`src/rtl/mem_access.sv`:
```
// Load/store stage: ALU results pass through, loads/stores run one data-bus transaction.
// Latency: 1 cycle for ALU ops and faults; for memory ops, ack cycle + 1 (at least 2).
// Backpressure: stall_o is high while a bus access is outstanding; valid_i is ignored then.
module mem_access #(
  parameter int TIMEOUT = 255
) (
  input  logic        clk,
  input  logic        rst,
  input  logic        valid_i,
  input  logic [6:0]  opcode_i,
  input  logic [2:0]  funct3_i,
  input  logic        rd_we_i,
  input  logic [4:0]  rd_addr_i,
  input  logic [31:0] rd_data_i,
  input  logic [31:0] rs2_data_i,
  output logic        stall_o,
  output logic        dmem_req,
  output logic        dmem_we,
  output logic [31:0] dmem_addr,
  output logic [31:0] dmem_wdata,
  output logic [3:0]  dmem_be,
  input  logic [31:0] dmem_rdata,
  input  logic        dmem_ack,
  output logic        valid_o,
  output logic        rd_we,
  output logic [4:0]  rd_addr,
  output logic [31:0] rd_data,
  output logic        misalign_o,
  output logic        timeout_o
);

  typedef enum logic {IDLE, BUS} state_t;

  localparam logic [6:0] OP_LOAD  = 7'b0000011;
  localparam logic [6:0] OP_STORE = 7'b0100011;
  // The last BUS cycle allowed before giving up on the ack.
  localparam logic [7:0] WAIT_LAST = 8'(TIMEOUT - 1);

  state_t      state, state_nxt;
  logic [7:0]  wait_cnt;

  logic        is_load, is_store, is_mem;
  logic        f3_legal, aligned, mem_ok;
  logic [1:0]  off;
  logic [3:0]  be_nxt;
  logic [31:0] wdata_nxt;
  logic        accept, start_bus, bus_done, bus_to;

  // Transaction context captured at accept for the write-back.
  logic        q_load;
  logic        q_rd_we;
  logic [4:0]  q_rd_addr;
  logic [2:0]  q_f3;
  logic [1:0]  q_off;
  logic [31:0] rdata_sh;
  logic [31:0] load_data;

  assign stall_o  = (state == BUS);
  assign dmem_req = (state == BUS);

  assign is_load  = (opcode_i == OP_LOAD);
  assign is_store = (opcode_i == OP_STORE);
  assign is_mem   = is_load | is_store;
  assign off      = rd_data_i[1:0];

  assign accept    = (state == IDLE) && valid_i;
  assign start_bus = accept && is_mem && mem_ok;
  assign bus_done  = (state == BUS) && dmem_ack;
  assign bus_to    = (state == BUS) && !dmem_ack && (wait_cnt == WAIT_LAST);

  // Decode funct3 legality, alignment, byte-lane mask and replicated store data.
  always_comb begin
    f3_legal  = 1'b0;
    aligned   = 1'b0;
    be_nxt    = 4'b1111;
    wdata_nxt = rs2_data_i;
    if (is_load) begin
      f3_legal = (funct3_i == 3'b000) || (funct3_i == 3'b001) || (funct3_i == 3'b010) ||
                 (funct3_i == 3'b100) || (funct3_i == 3'b101);
    end else if (is_store) begin
      f3_legal = (funct3_i == 3'b000) || (funct3_i == 3'b001) || (funct3_i == 3'b010);
    end
    case (funct3_i[1:0])
      2'b00: begin
        aligned   = 1'b1;
        be_nxt    = 4'b0001 << off;
        wdata_nxt = {4{rs2_data_i[7:0]}};
      end
      2'b01: begin
        aligned   = (off[0] == 1'b0);
        be_nxt    = 4'b0011 << off;
        wdata_nxt = {2{rs2_data_i[15:0]}};
      end
      2'b10: begin
        aligned   = (off == 2'b00);
        be_nxt    = 4'b1111;
        wdata_nxt = rs2_data_i;
      end
      default: begin
        aligned   = 1'b0;
        be_nxt    = 4'b1111;
        wdata_nxt = rs2_data_i;
      end
    endcase
  end

  assign mem_ok = f3_legal && aligned;

  // Shift the addressed lane down to bit 0, then extend according to the load width.
  assign rdata_sh = dmem_rdata >> {q_off, 3'b000};

  // Select and extend load data from the bus word.
  always_comb begin
    load_data = rdata_sh;
    case (q_f3)
      3'b000:  load_data = {{24{rdata_sh[7]}}, rdata_sh[7:0]};
      3'b001:  load_data = {{16{rdata_sh[15]}}, rdata_sh[15:0]};
      3'b100:  load_data = {24'b0, rdata_sh[7:0]};
      3'b101:  load_data = {16'b0, rdata_sh[15:0]};
      default: load_data = rdata_sh;
    endcase
  end

  // State register.
  always_ff @(posedge clk or negedge rst) begin
    if (!rst) state <= IDLE;
    else      state <= state_nxt;
  end

  // Next state: enter BUS on a legal memory op, leave on ack or wait expiry.
  always_comb begin
    state_nxt = state;
    case (state)
      IDLE:    if (start_bus) state_nxt = BUS;
      BUS:     if (bus_done || bus_to) state_nxt = IDLE;
      default: state_nxt = IDLE;
    endcase
  end

  // Ack-wait counter: cleared on entry to BUS, counts cycles without ack.
  always_ff @(posedge clk or negedge rst) begin
    if (!rst) begin
      wait_cnt <= 8'd0;
    end else if (start_bus) begin
      wait_cnt <= 8'd0;
    end else if ((state == BUS) && !dmem_ack) begin
      wait_cnt <= wait_cnt + 8'd1;
    end
  end

  // Bus request fields and transaction context, loaded at accept and held through BUS.
  always_ff @(posedge clk or negedge rst) begin
    if (!rst) begin
      dmem_we    <= 1'b0;
      dmem_addr  <= 32'd0;
      dmem_wdata <= 32'd0;
      dmem_be    <= 4'd0;
      q_load     <= 1'b0;
      q_rd_we    <= 1'b0;
      q_rd_addr  <= 5'd0;
      q_f3       <= 3'd0;
      q_off      <= 2'd0;
    end else if (start_bus) begin
      dmem_we    <= is_store;
      dmem_addr  <= {rd_data_i[31:2], 2'b00};
      dmem_wdata <= wdata_nxt;
      dmem_be    <= be_nxt;
      q_load     <= is_load;
      q_rd_we    <= rd_we_i;
      q_rd_addr  <= rd_addr_i;
      q_f3       <= funct3_i;
      q_off      <= off;
    end
  end

  // Registered write-back and single-cycle fault pulses; rd_* hold between results.
  always_ff @(posedge clk or negedge rst) begin
    if (!rst) begin
      valid_o    <= 1'b0;
      rd_we      <= 1'b0;
      rd_addr    <= 5'd0;
      rd_data    <= 32'd0;
      misalign_o <= 1'b0;
      timeout_o  <= 1'b0;
    end else begin
      valid_o    <= 1'b0;
      misalign_o <= 1'b0;
      timeout_o  <= 1'b0;
      if (accept && !is_mem) begin
        valid_o <= 1'b1;
        rd_we   <= rd_we_i;
        rd_addr <= rd_addr_i;
        rd_data <= rd_data_i;
      end else if (accept && !mem_ok) begin
        valid_o    <= 1'b1;
        misalign_o <= 1'b1;
        rd_we      <= 1'b0;
        rd_addr    <= rd_addr_i;
        rd_data    <= 32'd0;
      end else if (bus_done) begin
        valid_o <= 1'b1;
        rd_we   <= q_load ? q_rd_we : 1'b0;
        rd_addr <= q_rd_addr;
        rd_data <= q_load ? load_data : 32'd0;
      end else if (bus_to) begin
        valid_o   <= 1'b1;
        timeout_o <= 1'b1;
        rd_we     <= 1'b0;
        rd_addr   <= q_rd_addr;
        rd_data   <= 32'd0;
      end
    end
  end

endmodule

```
`config.mk`:
```
export PLATFORM = sky130hd
export DESIGN_NAME = mem_access
export DESIGN_NICKNAME = d
export VERILOG_FILES = /design/src/rtl/mem_access.sv
export SDC_FILE = /design/constraint.sdc
export NUM_CORES = 1
export LEC_CHECK = 0
export ABC_CLOCK_PERIOD_IN_PS = 2350
export CORE_ASPECT_RATIO = 1.25
export CORE_MARGIN = 2
export CORE_UTILIZATION = 45
export CTS_CLUSTER_SIZE = 8
export DETAILED_ROUTE_END_ITERATION = 8
export PLACE_DENSITY = 0.81
export SLEW_MARGIN = 25
export SYNTH_ARGS = -nofsm -noshare
export SYNTH_HDL_FRONTEND = slang
export SYNTH_SLANG_ARGS = --single-unit
```
`constraint.sdc`:
```
create_clock -name clk -period 2.35 [get_ports clk]
set_input_delay 0.3525 -clock clk [delete_from_list [all_inputs] [get_ports clk]]
set_output_delay 0.3525 -clock clk [all_outputs]
set_load 0.01 [all_outputs]
```
* Yosys cells after proc, flatten, opt, wreduce, memory -nomap -nowiden
Cells that the tools add are included.
Word-level totals: register bits 129, logic and storage cells 93, output and inout bits 112
Cells by class: multiplexer cells 34, equal/unequal tests 12, shifts and indexed selects 3, $add $sub $neg 1, bitwise logic cells 3, reduce and logical (&&, ||, !) cells 23
Operator list (number):
- 2-to-1 mux 32 bit | 5
- case mux 32 bit (4 select lines) | 1
- case mux 32 bit (2 select lines) | 1
- >> shifter 32 x 5 -> 32 bit | 1
- 2-to-1 mux 5 bit | 4
- 2-to-1 mux 1 bit | 18
- 2-to-1 mux 8 bit | 2
- == test 3 bit (second input constant) | 4
- logical AND 1 bit | 9
- adder 8 x 1 -> 8 bit (second input constant) | 1
- == test 8 bit (second input constant) | 1
- case mux 4 bit (2 select lines) | 1
- == test 7 x 2 -> 1 bit (second input constant) | 1
- == test 7 x 6 -> 1 bit (second input constant) | 1
- == test 3 x 1 -> 1 bit (second input constant) | 2
- zero test 3 bit | 2
- logical OR 1 bit | 5
- zero test 2 bit | 2
- nonzero test 4 bit | 1
- left shift 1 x 2 -> 4 bit (first input constant) | 1
- left shift 2 x 2 -> 4 bit (first input constant) | 1
- == test 3 x 2 -> 1 bit (second input constant) | 1
- zero test 1 bit | 3
- case mux 1 bit (3 select lines) | 1
- other kinds (6) | 7

* Logic depth before layout (Yosys ltp)
Gate-level depths: netlist of the first run.
depth after elaboration 11, mapped depth 9, mapped depth without buffers 7

* Worst setup path before layout of the first run
Ideal clock, no wire load.
kind reg-to-reg, start register wait_cnt[0], end register rd_we, path buffers 2, period minus slack after synthesis 1.845 ns, slack 0.505 ns, arrival 1.718 ns, data required time 2.223 ns, cell stages (with the launch flop) 10, path through dfrtp_1 > inv_1 > ha_1 > nand4_1 > o2bb2a_4 > a21boi_1 > buf_2 > buf_6 > a222oi_1 > inv_1
Between the ends: word-level cells in the longest chain between the ends 3
RTL lines:
- from (decl) | line 40 | logic [7:0] wait_cnt;
- from (signal assigned) | line 147 | wait_cnt <= wait_cnt + 8'd1;
- == test 8 bit | line 69 | assign bus_to = (state == BUS) && !dmem_ack && (wait_cnt == WAIT_LAST);
- logical AND 1 bit | line 69
- nonzero test 4 bit (no line)
- to (signal assigned) | line 191 | rd_we <= rd_we_i;
- to (signal assigned) | line 202 | rd_we <= q_load ? q_rd_we : 1'b0;
- to (decl) | line 25 | output logic rd_we,
Every way passes these cells. A chain may end at the register's enable or synchronous reset.

* Worst setup path after layout of the first run
start register q_off[1], end register rd_data[19]
Between the ends: word-level cells in the longest chain between the ends 6
RTL lines:
- from (decl) | line 54 | logic [1:0] q_off;
- from (signal assigned) | line 162 | q_off <= 2'd0;
- from (signal assigned) | line 172 | q_off <= off;
- >> shifter 32 x 5 -> 32 bit | line 110 | assign rdata_sh = dmem_rdata >> {q_off, 3'b000};
- case mux 32 bit (4 select lines) | line 115 | case (q_f3)
- 2-to-1 mux 32 bit | line 204 | rd_data <= q_load ? load_data : 32'd0;
- 2-to-1 mux 32 bit | line 200 | end else if (bus_done) begin
- 2-to-1 mux 32 bit | line 194 | end else if (accept && !mem_ok) begin
- 2-to-1 mux 32 bit | line 189 | if (accept && !is_mem) begin
- to (signal assigned) | line 193 | rd_data <= rd_data_i;
- to (signal assigned) | line 204
- to (decl) | line 27 | output logic [31:0] rd_data,
Every way passes these cells.

==> summary.md, run 1 <==
| Metric | Value |
|---|---|
| Outcome | completed |
| Layout area overhead | 51.3% |
| Element type at the critical path start | flip-flop |
| Path type of the worst setup path | flip-flop to flip-flop |
| Mapped Cells | 668 |
| Total CTS buffers | 17 |
| Max Cap Viol | 0 |
| Largest family of logic cells by synthesized area | compound AO/OA/AOI/OAI gates |
| Synth cell count leaders | nand2_1 (197), dfrtp_1 (129), a21oi_1 (39), mux2i_1 (39), o21ai_0 (36) |
| Syn_area_per_cell | 9.40 µm² |
| # fillers | approximately 1100 |
| Critical-path maximum fanout | 11 |
| Static Leak | 4.34 nW |
| Layout cells sized above 1 | 0.106 |
| Worst Hold Class | primary input to async pin |
| Tmin final | 2.08 ns |
| Slew @ Worst Pin | 0.997 ns |
| Antenna-violating nets left | 0 |
| CTS H-tree lvls | 4 |
| Final GP Congestion | a little under 0.9 |
| Post-synthesis adder-cell area fraction | 0.00399 |
| Antenna violations before repair | 0 |
| Layout Skew | between 0.008 and 0.009 ns |
| EDFF count, synth | 0 |
| Die Ht | 136 µm |
| Post-synthesis sequential area ratio | 0.514 |
| Worst EP required | 2.68 ns |
| Num rows | 48 |
| Final period util | 0.886 |
| Dpl hpwl | around 14 mm |
| GRT Util Overall | 0.263 |
| Via count | ~5700 |
| Drt first pass iters | 5 |
| Vias in the first global route | 5736 |
| Ys flop type | dfrtp_1 |
| Count leader, synth | nand2_1 |
| WL final | between 15 and 20 mm |
| First-pass GRT wire length | 29.8 mm |
| Initial Utilization | 0.456 |
| CTS sink cnt | 129 |
| Reg clk slew, reported paths | 0.06 ns |
| Hold Vio Cnt, Final | 0 |
| Mapped Area | approximately 6300 µm² |
| RSZ-0062 raised after global routing | no |
| Post-Synth Simple-Gate Area | 0.168 |
| Number of vias per cell | approximately 5.3 |
| GRT Residual Overflow | 0 |
| Net count, final | 1013 |
| Die Area | between 10000 and 15000 µm² |
| Cell Chain, Critical Path | mux4_2, nor3_2, a2111oi_4, buf_4, a221oi_1, a21oi_1 |
| Synth Area in Compound Gates | 0.181 |
| Synth top area share | 0.514 |
| Yosys reg bits | 129 |
| Dominant cell type by area after synthesis | dfrtp_1 |
| PortBufs | 225 |
| Post-synthesis cell type count | 47 |
| Power per cell area | 675 nW/µm² |
| CP Capture Type | flip-flop |
| CTS tree | yes |
| Async SR Flop Fraction | 1.00 |
| Main area contributors after synthesis | dfrtp_1 (51%), nand2_1 (12%), mux2i_1 (6.2%) |
| Largest net degree at the start of global routing | 104 |
| Synthesis Warnings | 0 |
| Diodes inserted | 0 |
| Setup TNS | 0 ns |
| WP data arrival | ~2.4 ns |
| Die Width | about 110 µm |
| Max_slew headroom | 0.333 |
| DRC viols | 0 |
| CP max stage cell | a2111oi_4 |
| Clk Latency, worst-skew pair | 0.41 ns |
| Deepest clock path buffer count | 2 |
| Worst vdd ir | 0.364 mV |
| Setup violators final | 0 |
| I/O Pins | 228 |
| Peak Freq | 480 MHz |
| Slew Limit Fails | 0 |
| Core area | ~14000 µm² |
| DR iter-0 viols | 290 |
| Placed cells | 1050 |
| Non-Filler Instances | 1083 |
| Post-synthesis mux area share | 0.0676 |
| DR WL/cell | between 15 and 20 µm |
| XOR/XNOR Fraction of Synth Area | 0.00698 |
| Crit path largest cell delay | 0.56 ns |
| Root buf cell | clkbuf_16 |
logic make-up (layout without fill, tap and decap cells):
kind of cell               Yosys count  after routing
and+or+nand+nor                    256            256
DFF                                129            129
xor gates and xnor gates             5              5
adders and majority gates            2              2
AOI/OAI and AO/OA                  154            154
other                                1              2
buffers and inverters               80            319
muxes                               41             41
stage by stage:
step,util,setup WS (ns),total power [mW],instance area [µm²],hold slack [ns]
final,0.691,0.267,6.41,9500,0.431
after global routing,0.691,0.146,6.67,9500,0.480
after CTS,0.691,0.284,6.48,9500,0.444
after detailed placement,0.644,-0.0165,3.64,8860,0.314
after global placement,0.644,-0.253,3.63,8850,0.309
after floorplan,-,0.505,2.95,6280,0.0569
repair_timing:
item                      4_1_cts  5_1_grt
gates resized for setup         0        0
hold endpoints to repair       45        0
buffers inserted                0        0
hold buffers                    1        0
registers in the layout, indices dropped and copies added (netlist names):
register	cells
q_rd_addr	5
dmem_we	1
q_f3	3
rd_we	1
misalign_o	1
dmem_req	1
valid_o	1
wait_cnt	8
q_load	1
dmem_be	4
q_off	2
dmem_addr	30
rd_addr	5
dmem_wdata	32
rd_data	32
q_rd_we	1
timeout_o	1
per-layer routing:
metal	GRT usage	part of all wire	vias to the layer above
met5	0	0	-
met4	0.108	0.027	0
met3	0.0729	0.074	31
met2	0.429	0.50	225
met1	0.327	0.40	2730
li1	-	-	2735
cell usage in the layout, fill, tap and decap left out, types with 2 or more instances in the layout:
master	instances
mux2i_1	39
clkbuf_16	17
buf_12	7
or3_1	3
a21oi_2	10
a221oi_2	11
nor2b_1	11
a211oi_1	16
ha_1	2
clkinvlp_4	3
inv_1	30
nand2_1	197
a222oi_1	2
clkbuf_1	2
nand3_1	2
or2_2	2
buf_4	24
clkinv_4	3
nor4_1	2
o22ai_1	5
o21ai_0	36
a21oi_1	39
conb_1	2
dfrtp_1	129
nand4_1	5
and3_1	2
bufinv_16	4
a221o_1	15
nor2_1	25
clkdlybuf4s50_1	224
nand2b_1	2
o21ai_1	5
a221oi_1	6
xor2_1	4
cell type report:
class	count	area (µm²)	share of cell area
flip-flops and latches	129	3230	0.340
clock buffers	20	447	0.0470
well taps	175	219	0.0231
multi-input cells	460	2730	0.287
repair buffers	257	2580	0.272
clock inverters	12	183	0.0192
inverters	30	113	0.0119
critical path, delay by kind of cell, from the launching register on:
| kind | cells | cell delay [ns] |
|---|---|---|
| compound gates | 3 | 0.79 |
| mux | 1 | 0.41 |
| buf+inv | 1 | 0.31 |
| simple gates | 1 | 0.06 |
| flops | 1 | 0.43 |
power by group:
part | switching, mW | internal, mW | total (mW)
logic | 0.521 | 0.609 | 1.13
clock network | 0.993 | 1.81 | 2.80
registers | 0.0991 | 2.38 | 2.48
final timing paths:
kind,from,end,slack [ns],cells after the start
worst max-delay path,q_off[1],rd_data[19],0.27,6
worst min-delay path,rst,q_rd_addr[2],0.43,2
worst max register to register,q_off[1],rd_data[19],0.27,6
worst min register to register,dmem_addr[19],dmem_addr[19],0.47,2
max in group asynchronous,rst,rd_data[12],1.20,3
min in group clk,dmem_addr[19],dmem_addr[19],0.47,2
No activity file was read; power rests on OpenSTA's default activity.
==> inputs of run 2 (changes only) <==
--- a/config.mk
+++ b/config.mk
@@ -7,11 +7,13 @@
 export LEC_CHECK = 0
 export ABC_CLOCK_PERIOD_IN_PS = 2350
 export CORE_ASPECT_RATIO = 1.25
-export CORE_MARGIN = 2
-export CORE_UTILIZATION = 45
+export CORE_MARGIN = 3
+export CORE_UTILIZATION = 60
 export CTS_CLUSTER_SIZE = 8
 export DETAILED_ROUTE_END_ITERATION = 8
-export PLACE_DENSITY = 0.81
+export DONT_BUFFER_PORTS = 1
+export MAX_ROUTING_LAYER = met4
+export PLACE_DENSITY = 0.76
 export SLEW_MARGIN = 25
 export SYNTH_ARGS = -nofsm -noshare
 export SYNTH_HDL_FRONTEND = slang
==> run 2 against run 1 <==
Effect of this change:
- the flow now finishes with violations (negative hold slack)
- global-route usage increased by 3.2 points
- highest routed layer unchanged
- clock power shrank 4%
- non-clock buffer count fell by 240
- total power shrank 11%
- critical path depth did not move
- critical endpoint is now rd_data[31]
- count of clock-buffer cells in the layout did not move
- largest power group unchanged
- largest cell class unchanged
==> summary.md, run 2 (synthesis gave the netlist of run 1 again) <==
| Metric | Value |
|---|---|
| RR Startpoint | q_off[1] (unchanged) |
| Outcome | finished with violations (was completed) |
| Initial Utilization | 0.618 (was 0.456) |
| Core area | 10200 µm² (was 13800 µm²) |
| Net count, final | 773 (was 1013) |
| Cell Chain, Critical Path | mux4_2, nor3_2, a2111oi_4, buf_6, a221oi_1, a21oi_1 (was mux4_2, nor3_2, a2111oi_4, buf_4, a221oi_1, a21oi_1) |
| Failing checks | negative hold slack |
| CTS tree | yes (unchanged) |
| Worst Hold Class | primary input to async pin (unchanged) |
| Max Cap Viol | 0 (unchanged) |
| Root buf cell | clkbuf_16 (unchanged) |
| Drt first pass iters | 4 (was 5) |
| WL final | 16.7 mm (was 18.9 mm) |
| Setup TNS | 0 ns (unchanged) |
| Crit path largest cell delay | 0.65 ns (was 0.56 ns) |
| Die Ht | 120 µm (was 136 µm) |
| CTS H-tree lvls | 4 (unchanged) |
| Hold WS | -0.365 ns (was 0.431 ns) |
| Pre-CTS WS | 0.311 ns (was -0.0165 ns) |
| Reg clk slew, reported paths | 0.06 ns (about the same) |
| Layout cells sized above 1 | 0.121 (was 0.106) |
| Total CTS buffers | 17 (unchanged) |
| Worst vdd ir | 0.534 mV (was 0.364 mV) |
| Final GP Congestion | 0.898 (was 0.871) |
| Design area | 7000 µm² (was 9500 µm²) |
| RSZ-0062 raised after global routing | no (unchanged) |
| Worst Setup SP | q_off[1] (unchanged) |
| PortBufs | 0 (was 225) |
| Num rows | 41 (was 48) |
| Element type at the critical path start | flip-flop (unchanged) |
| Critical-path maximum fanout | 9 (was 11) |
| Post-cts sizing count | 0 (unchanged) |
| I/O Pins | 228 (unchanged) |
| Layout Skew | 0.00602 ns (was 0.00893 ns) |
| Placement Cell Area | 6400 µm² (was 8860 µm²) |
| DR WL/cell | 21.0 µm (was 17.4 µm) |
| Die Width | 97.5 µm (was 110 µm) |
| DR iter-0 viols | 233 (was 290) |
| Slew @ Worst Pin | 0.729 ns (was 0.997 ns) |
| Dpl hpwl | 12.1 mm (was 13.7 mm) |
| Layout Utilization | 0.689 (was 0.691) |
| CP Capture Type | flip-flop (unchanged) |
| WP data arrival | 2.42 ns (about the same) |
| Deepest clock path buffer count | 2 (unchanged) |
| Layout area overhead | 11.6% (was 51.3%) |
| Power per cell area | 814 nW/µm² (was 675 nW/µm²) |
| CTS sink cnt | 129 (unchanged) |
| First-pass GRT wire length | 26.5 mm (was 29.8 mm) |
| Antenna violations before repair | 0 (unchanged) |
| Largest net degree at the start of global routing | 130 (was 104) |
| Fin worst setup slack | 0.261 ns (was 0.267 ns) |
| GRT Util Overall | 0.294 (was 0.263) |
| Most frequent cells in the layout | nand2_1 (197), dfrtp_1 (129), a21oi_1 (39), mux2i_1 (39), o21ai_0 (36) (was clkdlybuf4s50_1 (224), nand2_1 (197), dfrtp_1 (129)) |
| Postcts setup bufs | 0 (unchanged) |
| Number of vias per cell | 6.10 (was 5.28) |
| Diodes inserted | 0 (unchanged) |
| WP buf/inv | 1 (unchanged) |
| Clk Latency, worst-skew pair | 0.41 ns (about the same) |
| Most common cell after layout, fill and taps aside | nand2_1 (was clkdlybuf4s50_1) |
| CP delay by family, top | compound AO/OA/AOI/OAI gates (unchanged) |
| GRT Residual Overflow | 0 (unchanged) |
| Hold Vio Cnt, Final | 129 (was 0) |
| DRC viols | 0 (unchanged) |
| Peak Freq | 479 MHz (was 480 MHz) |
| Max_slew headroom | 0.514 (was 0.333) |
| Worst EP required | 2.68 ns (about the same) |
| Tmin final | 2.09 ns (was 2.08 ns) |
| Die Area | 11700 µm² (was 14900 µm²) |
| Top flop regs | dmem_wdata: 32 flops, rd_data: 32 flops, dmem_addr: 30 flops (unchanged) |
| Final period util | 0.889 (was 0.886) |
| Antenna-violating nets left | 0 (unchanged) |
| Via count | 4864 (was 5721) |
| Slew Limit Fails | 0 (unchanged) |
| CP max stage cell | a2111oi_4 (unchanged) |
| Vias in the first global route | 5035 (was 5736) |
| Setup violators final | 0 (unchanged) |
| Static Leak | 3.38 nW (was 4.34 nW) |
| Path type of the worst setup path | flip-flop to flip-flop (unchanged) |
run 2: cell types whose count changed in the layout (fill, tap and decap cells not counted):
cell	delta
buf_4	-11
clkinvlp_4	+2
clkdlybuf4s50_1	-224
clkinv_4	-1
buf_12	-4
bufinv_16	-1
dlygate4sd3_1	-1
run 2: worst paths after layout:
path / end / slack (ns) / depth (start not counted)
min in group clk: dmem_wdata[4] / 0.05 / 2
max reg2reg: rd_data[31] / 0.26 / 6
max in group asynchronous: rd_data[17] / 2.51 / 0
max: rd_data[31] / 0.26 / 6
min: dmem_addr[24] / -0.37 / 0
min reg2reg: q_rd_addr[2] / 0.48 / 2
run 2: metal layers:
layer,track usage,wire [µm],vias to the layer above,share of wire
li1,-,-,2248,-
met1,0.333,6130,2339,0.37
met2,0.479,8420,235,0.50
met3,0.0987,1580,42,0.094
met4,0.129,573,0,0.034
met5,-,0,-,0
run 2: layout make-up:
class | instances | area [µm²]
Sequential cell | 129 | 3230
Inverter | 30 | 113
Clock inverter | 12 | 159
Tap cell | 129 | 161
Clock buffer | 20 | 447
Timing Repair Buffer | 17 | 169
Multi-Input combinational cell | 460 | 2730
Fill cell | 793 | 3150
run 2: worst reg2reg max path, stage by stage, from the launching register on:
cell       delay (ns)
dfrtp_1          0.42
mux4_2           0.40
nor3_2           0.06
a2111oi_4        0.65
buf_6            0.25
a221oi_1         0.09
a21oi_1          0.14
run 2: through the flow:
step           total power [mW]  std cells
2_1_floorplan              2.95        669
3_3_place_gp               3.03        764
3_5_place_dp               3.06        765
4_1_cts                    5.73        797
5_1_grt                    5.91        797
6_report                   5.70        797
run 2: where the power goes:
part	leakage (nW)	switching [mW]	internal [mW]
Sequential	1.70	0.192	2.38
Combinational	1.41	0.249	0.197
Clock	0.279	0.984	1.70
Total	3.38	1.42	4.27
==> inputs of run 3 (changes only) <==
--- a/config.mk
+++ b/config.mk
@@ -13,7 +13,7 @@
 export DETAILED_ROUTE_END_ITERATION = 8
 export DONT_BUFFER_PORTS = 1
 export MAX_ROUTING_LAYER = met4
-export PLACE_DENSITY = 0.76
+export PLACE_DENSITY = 0.73
 export SLEW_MARGIN = 25
 export SYNTH_ARGS = -nofsm -noshare
 export SYNTH_HDL_FRONTEND = slang
==> run 3 against run 2 <==
Effect of this change:
- maximum frequency shrank 0.17%
- setup slack lost 0.0035 ns
- die area did not move
- the flow still finishes with violations (negative hold slack)
- critical endpoint is now rd_data[21]
- sequential cell count unchanged
- largest power group unchanged
- final cell count grew 0.38%
==> summary.md, run 3 (synthesis gave the netlist of run 1 again) <==
| Metric | Value |
|---|---|
| Vias in the first global route | 5126 (was 5035) |
| Most frequent cells in the layout | nand2_1 (197), dfrtp_1 (129), a21oi_1 (39), mux2i_1 (39), o21ai_0 (36) (unchanged) |
| Total power | 5.77 mW (was 5.70 mW) |
| Max Cap Viol | 0 (unchanged) |
| Crit path largest cell delay | 0.59 ns (was 0.65 ns) |
| Placement Cell Area | 6420 µm² (was 6400 µm²) |
| Critical-path maximum fanout | 22 (was 9) |
| Outcome | finished with violations (unchanged) |
| Die Ht | 120 µm (unchanged) |
| Root buf cell | clkbuf_16 (unchanged) |
| Diodes inserted | 0 (unchanged) |
| Layout Utilization | 0.693 (was 0.689) |
| First-pass GRT wire length | 26.5 mm (about the same) |
| Path type of the worst setup path | flip-flop to flip-flop (unchanged) |
| Pre-CTS WS | 0.197 ns (was 0.311 ns) |
| RSZ-0062 raised after global routing | no (unchanged) |
| CTS H-tree lvls | 4 (unchanged) |
| Cell Chain, Critical Path | inv_1, ha_1, nand4_1, o2bb2a_4, a21boi_4, buf_4, a221oi_2, a21oi_2 (was mux4_2, nor3_2, a2111oi_4, buf_6, a221oi_1, a21oi_1) |
| Clock power frac | 0.475 (was 0.471) |
| Antenna-violating nets left | 0 (unchanged) |
| Max_slew headroom | 0.526 (was 0.514) |
| Comb pwr share | 0.080 (was 0.078) |
| Postcts setup bufs | 0 (unchanged) |
| Layout area overhead | 12.2% (was 11.6%) |
| Element type at the critical path start | flip-flop (unchanged) |
| Total CTS buffers | 17 (unchanged) |
| DR WL/cell | 21.0 µm (about the same) |
| Peak Freq | 478 MHz (was 479 MHz) |
| Switching share of power | 0.249 (was 0.250) |
| Power per cell area | 820 nW/µm² (was 814 nW/µm²) |
| Layout cells sized above 1 | 0.128 (was 0.121) |
| Hold Vio Cnt, Final | 129 (unchanged) |
| Internal | 4.34 mW (was 4.27 mW) |
| Clk Latency, worst-skew pair | 0.41 ns (about the same) |
| Post-cts sizing count | 0 (unchanged) |
| CTS sink cnt | 129 (unchanged) |
| Num rows | 41 (unchanged) |
| DR iter-0 viols | 233 (unchanged) |
| I/O Pins | 228 (unchanged) |
| Core area | 10200 µm² (unchanged) |
| Most common cell after layout, fill and taps aside | nand2_1 (unchanged) |
| Worst vdd ir | 0.465 mV (was 0.534 mV) |
| Fin worst setup slack | 0.258 ns (was 0.261 ns) |
| Worst EP required | 2.69 ns (was 2.68 ns) |
| Tmin final | 2.09 ns (about the same) |
| Reg clk slew, reported paths | 0.06 ns (about the same) |
| CTS tree | yes (unchanged) |
| Worst Hold Class | primary input to async pin (unchanged) |
| Slew @ Worst Pin | 0.712 ns (was 0.729 ns) |
| Number of vias per cell | 6.17 (was 6.10) |
| Hold WS | -0.364 ns (was -0.365 ns) |
| CP max stage cell | a21boi_4 (was a2111oi_4) |
| Largest net degree at the start of global routing | 130 (unchanged) |
| Final period util | 0.890 (was 0.889) |
| CP Capture Type | flip-flop (unchanged) |
| Reg power frac | 0.445 (was 0.451) |
| Antenna violations before repair | 0 (unchanged) |
| GRT Util Overall | 0.292 (was 0.294) |
| Layout Skew | 0.00762 ns (was 0.00602 ns) |
| Slew Limit Fails | 0 (unchanged) |
| Setup violators final | 0 (unchanged) |
| Net count, final | 776 (was 773) |
| Design area | 7040 µm² (was 7000 µm²) |
| Setup TNS | 0 ns (unchanged) |
| PortBufs | 0 (unchanged) |
| Dpl hpwl | 12.0 mm (was 12.1 mm) |
| Die Area | 11700 µm² (unchanged) |
| Net Switching | 1.43 mW (was 1.42 mW) |
| Placed cells | 768 (was 765) |
| Failing checks | negative hold slack (unchanged) |
| Via count | 4935 (was 4864) |
| DRC viols | 0 (unchanged) |
| WL final | 16.8 mm (was 16.7 mm) |
| Drt first pass iters | 4 (unchanged) |
| Non-Filler Instances | 800 (was 797) |
| WP data arrival | 2.43 ns (was 2.42 ns) |
| Die Width | 97.5 µm (unchanged) |
| Initial Utilization | 0.618 (unchanged) |
| Deepest clock path buffer count | 2 (unchanged) |
| Top flop regs | dmem_wdata: 32 flops, rd_data: 32 flops, dmem_addr: 30 flops (unchanged) |
| Static Leak | 3.42 nW (was 3.38 nW) |
| GRT Residual Overflow | 0 (unchanged) |
| Final GP Congestion | 0.948 (was 0.898) |
run 3: cell types whose count changed in the layout (fill, tap and decap cells not counted):
cell | previous run | this run
buf_4 | 13 | 16
clkinvlp_4 | 5 | 2
clkbuf_1 | 2 | 0
clkbuf_8 | 1 | 3
clkinv_2 | 1 | 3
inv_6 | 1 | 2
run 3: final cells by class:
type,count,area (µm²)
clock inverters,12,155
multi-input cells,460,2730
well taps,129,161
fillers,795,3120
flip-flops and latches,129,3230
inverters,30,113
repair buffers,20,191
clock buffers,20,467
run 3: power by group through the flow:
stage                     Clock [mW]  Sequential (mW)  Combinational [mW]
after floorplan                    0             2.56               0.391
after global placement             0             2.60               0.433
after detailed placement           0             2.61               0.454
after CTS                       2.77             2.57               0.459
after global routing            2.86             2.59               0.515
final                           2.74             2.57               0.460
run 3: path summary, 6_finish.rpt:
path	slack, ns	to	start	depth (start not counted)
min in group clk	0.05	dmem_wdata[5]	rs2_data_i[5]	2
hold / removal	-0.36	dmem_addr[21]	rst	0
max in group asynchronous	2.51	dmem_wdata[15]	rst	0
hold reg to reg	0.48	q_rd_addr[1]	q_rd_addr[1]	2
setup / recovery	0.26	rd_data[21]	wait_cnt[0]	8
setup reg to reg	0.26	rd_data[21]	wait_cnt[0]	8
run 3: routing by layer:
metal | share of wire | wire, µm | global-route usage
met1 | 0.36 | 6110 | 0.329
met2 | 0.51 | 8490 | 0.481
met3 | 0.10 | 1710 | 0.0992
met4 | 0.029 | 490 | 0.119
met5 | 0 | 0 | -
run 3: critical path: cells and delay by family (launching register included):
family	cells	cell delay (ns)
adders and majority gates	1	0.22
DFF	1	0.41
AOI/OAI and AO/OA	4	0.95
buffers and inverters	2	0.32
and+or+nand+nor	1	0.11
